<file path="src/rtl/image_serializer.sv">
// Raster-order pixel serializer: captures a flat frame, streams it out one pixel per handshake.
// Optional running pixel checksum enabled by defining SERIALIZER_CHECKSUM_EN.
module image_serializer #(
  parameter int rows       = 4,
  parameter int cols       = 4,
  parameter int data_width = 8,
  localparam int NPIX = rows * cols,
  localparam int RW   = (rows > 1) ? $clog2(rows) : 1,
  localparam int CW   = (cols > 1) ? $clog2(cols) : 1,
  localparam int SW   = data_width + $clog2(NPIX)
) (
  input  logic                       clk,
  input  logic                       rst,
  input  logic [data_width*NPIX-1:0] frame_in,
  input  logic                       frame_valid,
  output logic                       frame_ack,
  output logic                       busy,
  output logic [data_width-1:0]      pix_data,
  output logic                       pix_valid,
  input  logic                       pix_ready,
  output logic [RW-1:0]              pix_row,
  output logic [CW-1:0]              pix_col,
  output logic                       pix_eol,
  output logic                       pix_last,
  output logic [SW-1:0]              frame_sum,
  output logic                       frame_sum_valid
);

  localparam int IW = (NPIX > 1) ? $clog2(NPIX) : 1;

  typedef enum logic [1:0] {
    S_IDLE,
    S_SEND,
    S_DONE
  } state_t;

  state_t                     r_state;
  state_t                     w_state_nxt;
  logic [data_width*NPIX-1:0] r_frame;
  logic [IW-1:0]              r_idx;
  logic [RW-1:0]              r_row;
  logic [CW-1:0]              r_col;
  logic                       r_ack;
  logic                       w_cap;
  logic                       w_xfer;
  logic                       w_end;
  logic                       w_send;
  logic [data_width-1:0]      w_pix;

  assign w_send = (r_state == S_SEND);
  assign w_cap  = (r_state == S_IDLE) && frame_valid;
  assign w_xfer = w_send && pix_ready;
  assign w_end  = w_xfer && (r_idx == IW'(NPIX - 1));
  assign w_pix  = r_frame[r_idx*data_width +: data_width];

  // State register
  always_ff @(posedge clk or negedge rst) begin
    if (!rst) r_state <= S_IDLE;
    else      r_state <= w_state_nxt;
  end

  // Next-state: capture, stream until last transfer, one DONE cycle
  always_comb begin
    w_state_nxt = r_state;
    unique case (r_state)
      S_IDLE: if (frame_valid) w_state_nxt = S_SEND;
      S_SEND: if (w_end) w_state_nxt = S_DONE;
      S_DONE: w_state_nxt = S_IDLE;
      default: w_state_nxt = S_IDLE;
    endcase
  end

  // Frame capture and acknowledge pulse
  always_ff @(posedge clk or negedge rst) begin
    if (!rst) begin
      r_frame <= '0;
      r_ack   <= 1'b0;
    end else begin
      r_ack <= w_cap;
      if (w_cap) r_frame <= frame_in;
    end
  end

  // Pixel index and row/col coordinate counters
  always_ff @(posedge clk or negedge rst) begin
    if (!rst) begin
      r_idx <= '0;
      r_row <= '0;
      r_col <= '0;
    end else if (w_cap || w_end) begin
      r_idx <= '0;
      r_row <= '0;
      r_col <= '0;
    end else if (w_xfer) begin
      r_idx <= r_idx + 1'b1;
      if (r_col == CW'(cols - 1)) begin
        r_col <= '0;
        r_row <= r_row + 1'b1;
      end else begin
        r_col <= r_col + 1'b1;
      end
    end
  end

  assign frame_ack = r_ack;
  assign busy      = (r_state != S_IDLE);
  assign pix_valid = w_send;
  assign pix_data  = w_send ? w_pix : '0;
  assign pix_row   = w_send ? r_row : '0;
  assign pix_col   = w_send ? r_col : '0;
  assign pix_eol   = w_send && (r_col == CW'(cols - 1));
  assign pix_last  = w_send && (r_idx == IW'(NPIX - 1));

`ifdef SERIALIZER_CHECKSUM_EN
  logic [SW-1:0] r_sum;

  // Running sum of transferred pixels, restarted on each capture
  always_ff @(posedge clk or negedge rst) begin
    if (!rst)        r_sum <= '0;
    else if (w_cap)  r_sum <= '0;
    else if (w_xfer) r_sum <= r_sum + SW'(w_pix);
  end

  assign frame_sum       = r_sum;
  assign frame_sum_valid = (r_state == S_DONE);
`else
  assign frame_sum       = '0;
  assign frame_sum_valid = 1'b0;
`endif

endmodule

</file>
<file path="config.mk">
export PLATFORM = sky130hd
export DESIGN_NAME = image_serializer
export DESIGN_NICKNAME = d
export VERILOG_FILES = /design/src/rtl/image_serializer.sv
export SDC_FILE = /design/constraint.sdc
export NUM_CORES = 1
export LEC_CHECK = 0
export ABC_AREA = 1
export BUFFER_PORTS_ARGS = -buffer_cell sky130_fd_sc_hd__buf_2
export CAP_MARGIN = 20
export CORE_UTILIZATION = 54
export DETAILED_ROUTE_END_ITERATION = 16
export PLACE_DENSITY = 0.82
export SYNTH_ARGS = -nofsm -noshare
export SYNTH_HDL_FRONTEND = slang
export SYNTH_SLANG_ARGS = --single-unit
</file>
<file path="constraint.sdc">
create_clock -name clk -period 1.6 [get_ports clk]
set_input_delay 0.16 -clock clk [delete_from_list [all_inputs] [get_ports clk]]
set_output_delay 0.16 -clock clk [all_outputs]
set_load 0.1 [all_outputs]
</file>
==> run metrics <==
Critical path buffers and inverters 3; synth top area cells dfrtp_1 50%, nand2_1 18%, o21ai_0 6.5%; CTS buffer count 17; DR WL/cell 21.00 um; GRT Overall Usage 37.76%; Clock Path Buffers 2; Pleak 5.303 nW; YS warnings 0; I/O Buffers 148; CP max stage cell dfrtp_4; fin crit share 150.8%; fmax 414.5 MHz; row count 41; Vias 8212; Unique masters post-synth 26; die area 13330 um^2; Mapped Cells 928; Placed Area 8210 um^2; total grt overflow 0; relative slew slack 65.63%; 1st-iter DRT viols 1400; htree depth 4; final wirelength 29.30 mm; fillcell total 570; RSZ-0062 raised after global routing true; antenna violations before repair 2; number of setup violations in the final report 21; WP data required 1.44 ns; largest net degree at the start of global routing 60; clk_lat worst skew 0.44 ns; Max IR drop VDD 2150 uV; first-pass GRT wire length 37.03 mm; Initial Util 55.31%; final net count 1345; Worst Path Arrival 2.25 ns; pwr dens 2253 nW/um^2; Final WS setup -0.8125 ns; ys flop type dfrtp_1; Residual DRC 0; CP delay by family, top simple AND/OR/NAND/NOR gates; status complete, but fails checks; CTS tree built; number of synthesized flops with an enable pin 0; shortest period the worst path allows 2.412 ns; Yosys top cell area share 50.04%; Die Wd 115.5 um; die height 115.5 um; actual slew at the worst max-slew pin 0.5124 ns; layout cells sized above 1 26.95%; vias in the first global route 7397; Clk pin slew, worst setup/hold paths 0.05 ns; clock sinks 139; crit start category register; Setup TNS -6.908 ns; fin. max-slew vios 0; gpl congestion 0.8690; cell repeated most along the worst path buf_12; Hold Crit Class in2reg; post-DP HPWL 13.41 mm; number of antenna-violating nets in the routed design 0; core box area 12570 um^2; largest area contributor in the netlist dfrtp_1; Avg Inst Size Synth 7.491 um^2; async set-reset flop share out of synthesis 100.0%; Worst Setup Path Type reg2out; drt first pass iters 9; Worst path max stage delay 0.52 ns; CTS Root Cell clkbuf_16; Placed Cells 1220; Mapped Area 6952 um^2; non-filler cells, final 1395; Fin. Hold Viols 0; max_cap viols 0; Area Overhead vs Synth 54.03%; failing checks setup timing; Finished Cell Area 10710 um^2; sequential fraction of the synthesis area 50.04%; I/O pins 162; Worst setup EP type primary output; Worst Skew 0.01201 ns; number of synthesized register bits 139; vias per cell 5.887; crit path cell chain buf_12 -> buf_12 -> nor2_1 -> nor2_1 -> nand2_1 -> nand3_1 -> nand3_2 -> a21oi_4 -> buf_12; post-layout util 85.20%; crit path max fanout 13
-- layout make-up --
cell class	instances	area, um^2	share of cell area [%]
clock inverters	2	10.01	0.09348
repair buffers	319	2888	26.97
inverters	112	437.9	4.090
diodes	2	5.005	0.04674
multi-input cells	622	3157	29.48
well taps	172	215.2	2.010
flip-flops and latches	139	3482	32.52
clock buffers	27	513.0	4.791
-- state kept, by name (all words and copies together), names as in the netlist --
register / flops
r_col: 2
r_frame: 128
frame_ack: 1
r_state: 2
r_row: 2
r_idx: 4
-- worst paths after layout --
| path | from | to | slack, ns | cells past startpoint |
|---|---|---|---|---|
| max | r_idx[0] | pix_data[2] | -0.81 | 9 |
| min | frame_in[106] | r_frame[106] | 0.04 | 3 |
| max reg2reg | r_state[1] | r_idx[3] | -0.18 | 8 |
| min reg2reg | r_frame[3] | r_frame[3] | 0.48 | 2 |
| max in group asynchronous | rst | r_frame[82] | 0.76 | 3 |
| min in group asynchronous | rst | r_frame[111] | 0.19 | 2 |
-- kinds of logic (layout without fill, tap and decap cells) --
family	after synthesis	in the layout	synth area share, %
other	1	15	0.05394
XOR/XNOR	1	1	0.1260
AND/OR/NAND/NOR	491	491	28.37
buffers and inverters	179	460	12.72
AO/OA/AOI/OAI	115	115	8.333
flip-flops	139	139	50.04
adder cells (fa/ha/maj)	2	2	0.3599
-- per-stage QoR --
step,total power (W),hold WS [ns],worst slack [ns]
2_1_floorplan,0.01357,-0.1356,-0.4329
3_3_place_gp,0.01672,0.07740,-0.1024
3_5_place_dp,0.01693,0.08367,-0.1037
4_1_cts,0.02117,0.0007520,-0.5248
5_1_grt,0.02493,0.03797,-0.8130
6_report,0.02413,0.04381,-0.8125
-- timing repair --
action | CTS | global route
endpoints found under the setup margin | 23 | 23
pin swaps | 4 | 43
cloned | 1 | 9
resized for setup | 25 | 89
hold buffers | 128 | 0
setup buffers | 2 | 5
hold endpoints to repair | 161 | 0
-- Yosys cell counts, types with 2 or more instances --
master / instances
o21ai_0: 90
ha_1: 2
nand4_1: 2
dfrtp_1: 139
nor2_1: 71
clkbuf_1: 11
buf_6: 10
inv_1: 106
buf_4: 31
nand2_1: 331
buf_2: 14
o21ai_1: 12
inv_2: 4
a21oi_1: 11
nand3_1: 83
-- cell usage in the layout, fill, tap and decap left out, types with 8 or more instances in the layout --
master / instances
nand2_1: 307
dfrtp_1: 138
buf_2: 131
dlygate4sd3_1: 128
inv_1: 103
o21ai_0: 88
nor2_1: 60
nand3_2: 55
buf_12: 30
nand3_1: 28
nand2_2: 23
clkbuf_16: 22
buf_4: 15
o21ai_1: 13
conb_1: 13
nor2_4: 8
a21oi_4: 8
buf_6: 8
-- per-layer routing --
layer | track usage (%) | part of all wire [%]
met1 | 44.62 | 33
met5 | 0 | 0.16
met2 | 63.79 | 46
met3 | 8.525 | 12
met4 | 21.47 | 8.2
-- power breakdown --
group	leakage [nW]	internal [W]	total [W]	switching, W
logic	3.33	0.00500	0.0144	0.00940
clock network	0.259	0.00215	0.00364	0.00148
registers	1.71	0.00519	0.00609	0.000899
total	5.30	0.0123	0.0241	0.0118
-- worst min-delay path, delay by kind of cell --
family	cells	cell delay (ns)
compound gates	1	0.11
buf+inv	1	0.08
simple gates	1	0.07
Note: power is estimated with default switching activity, not from simulation.
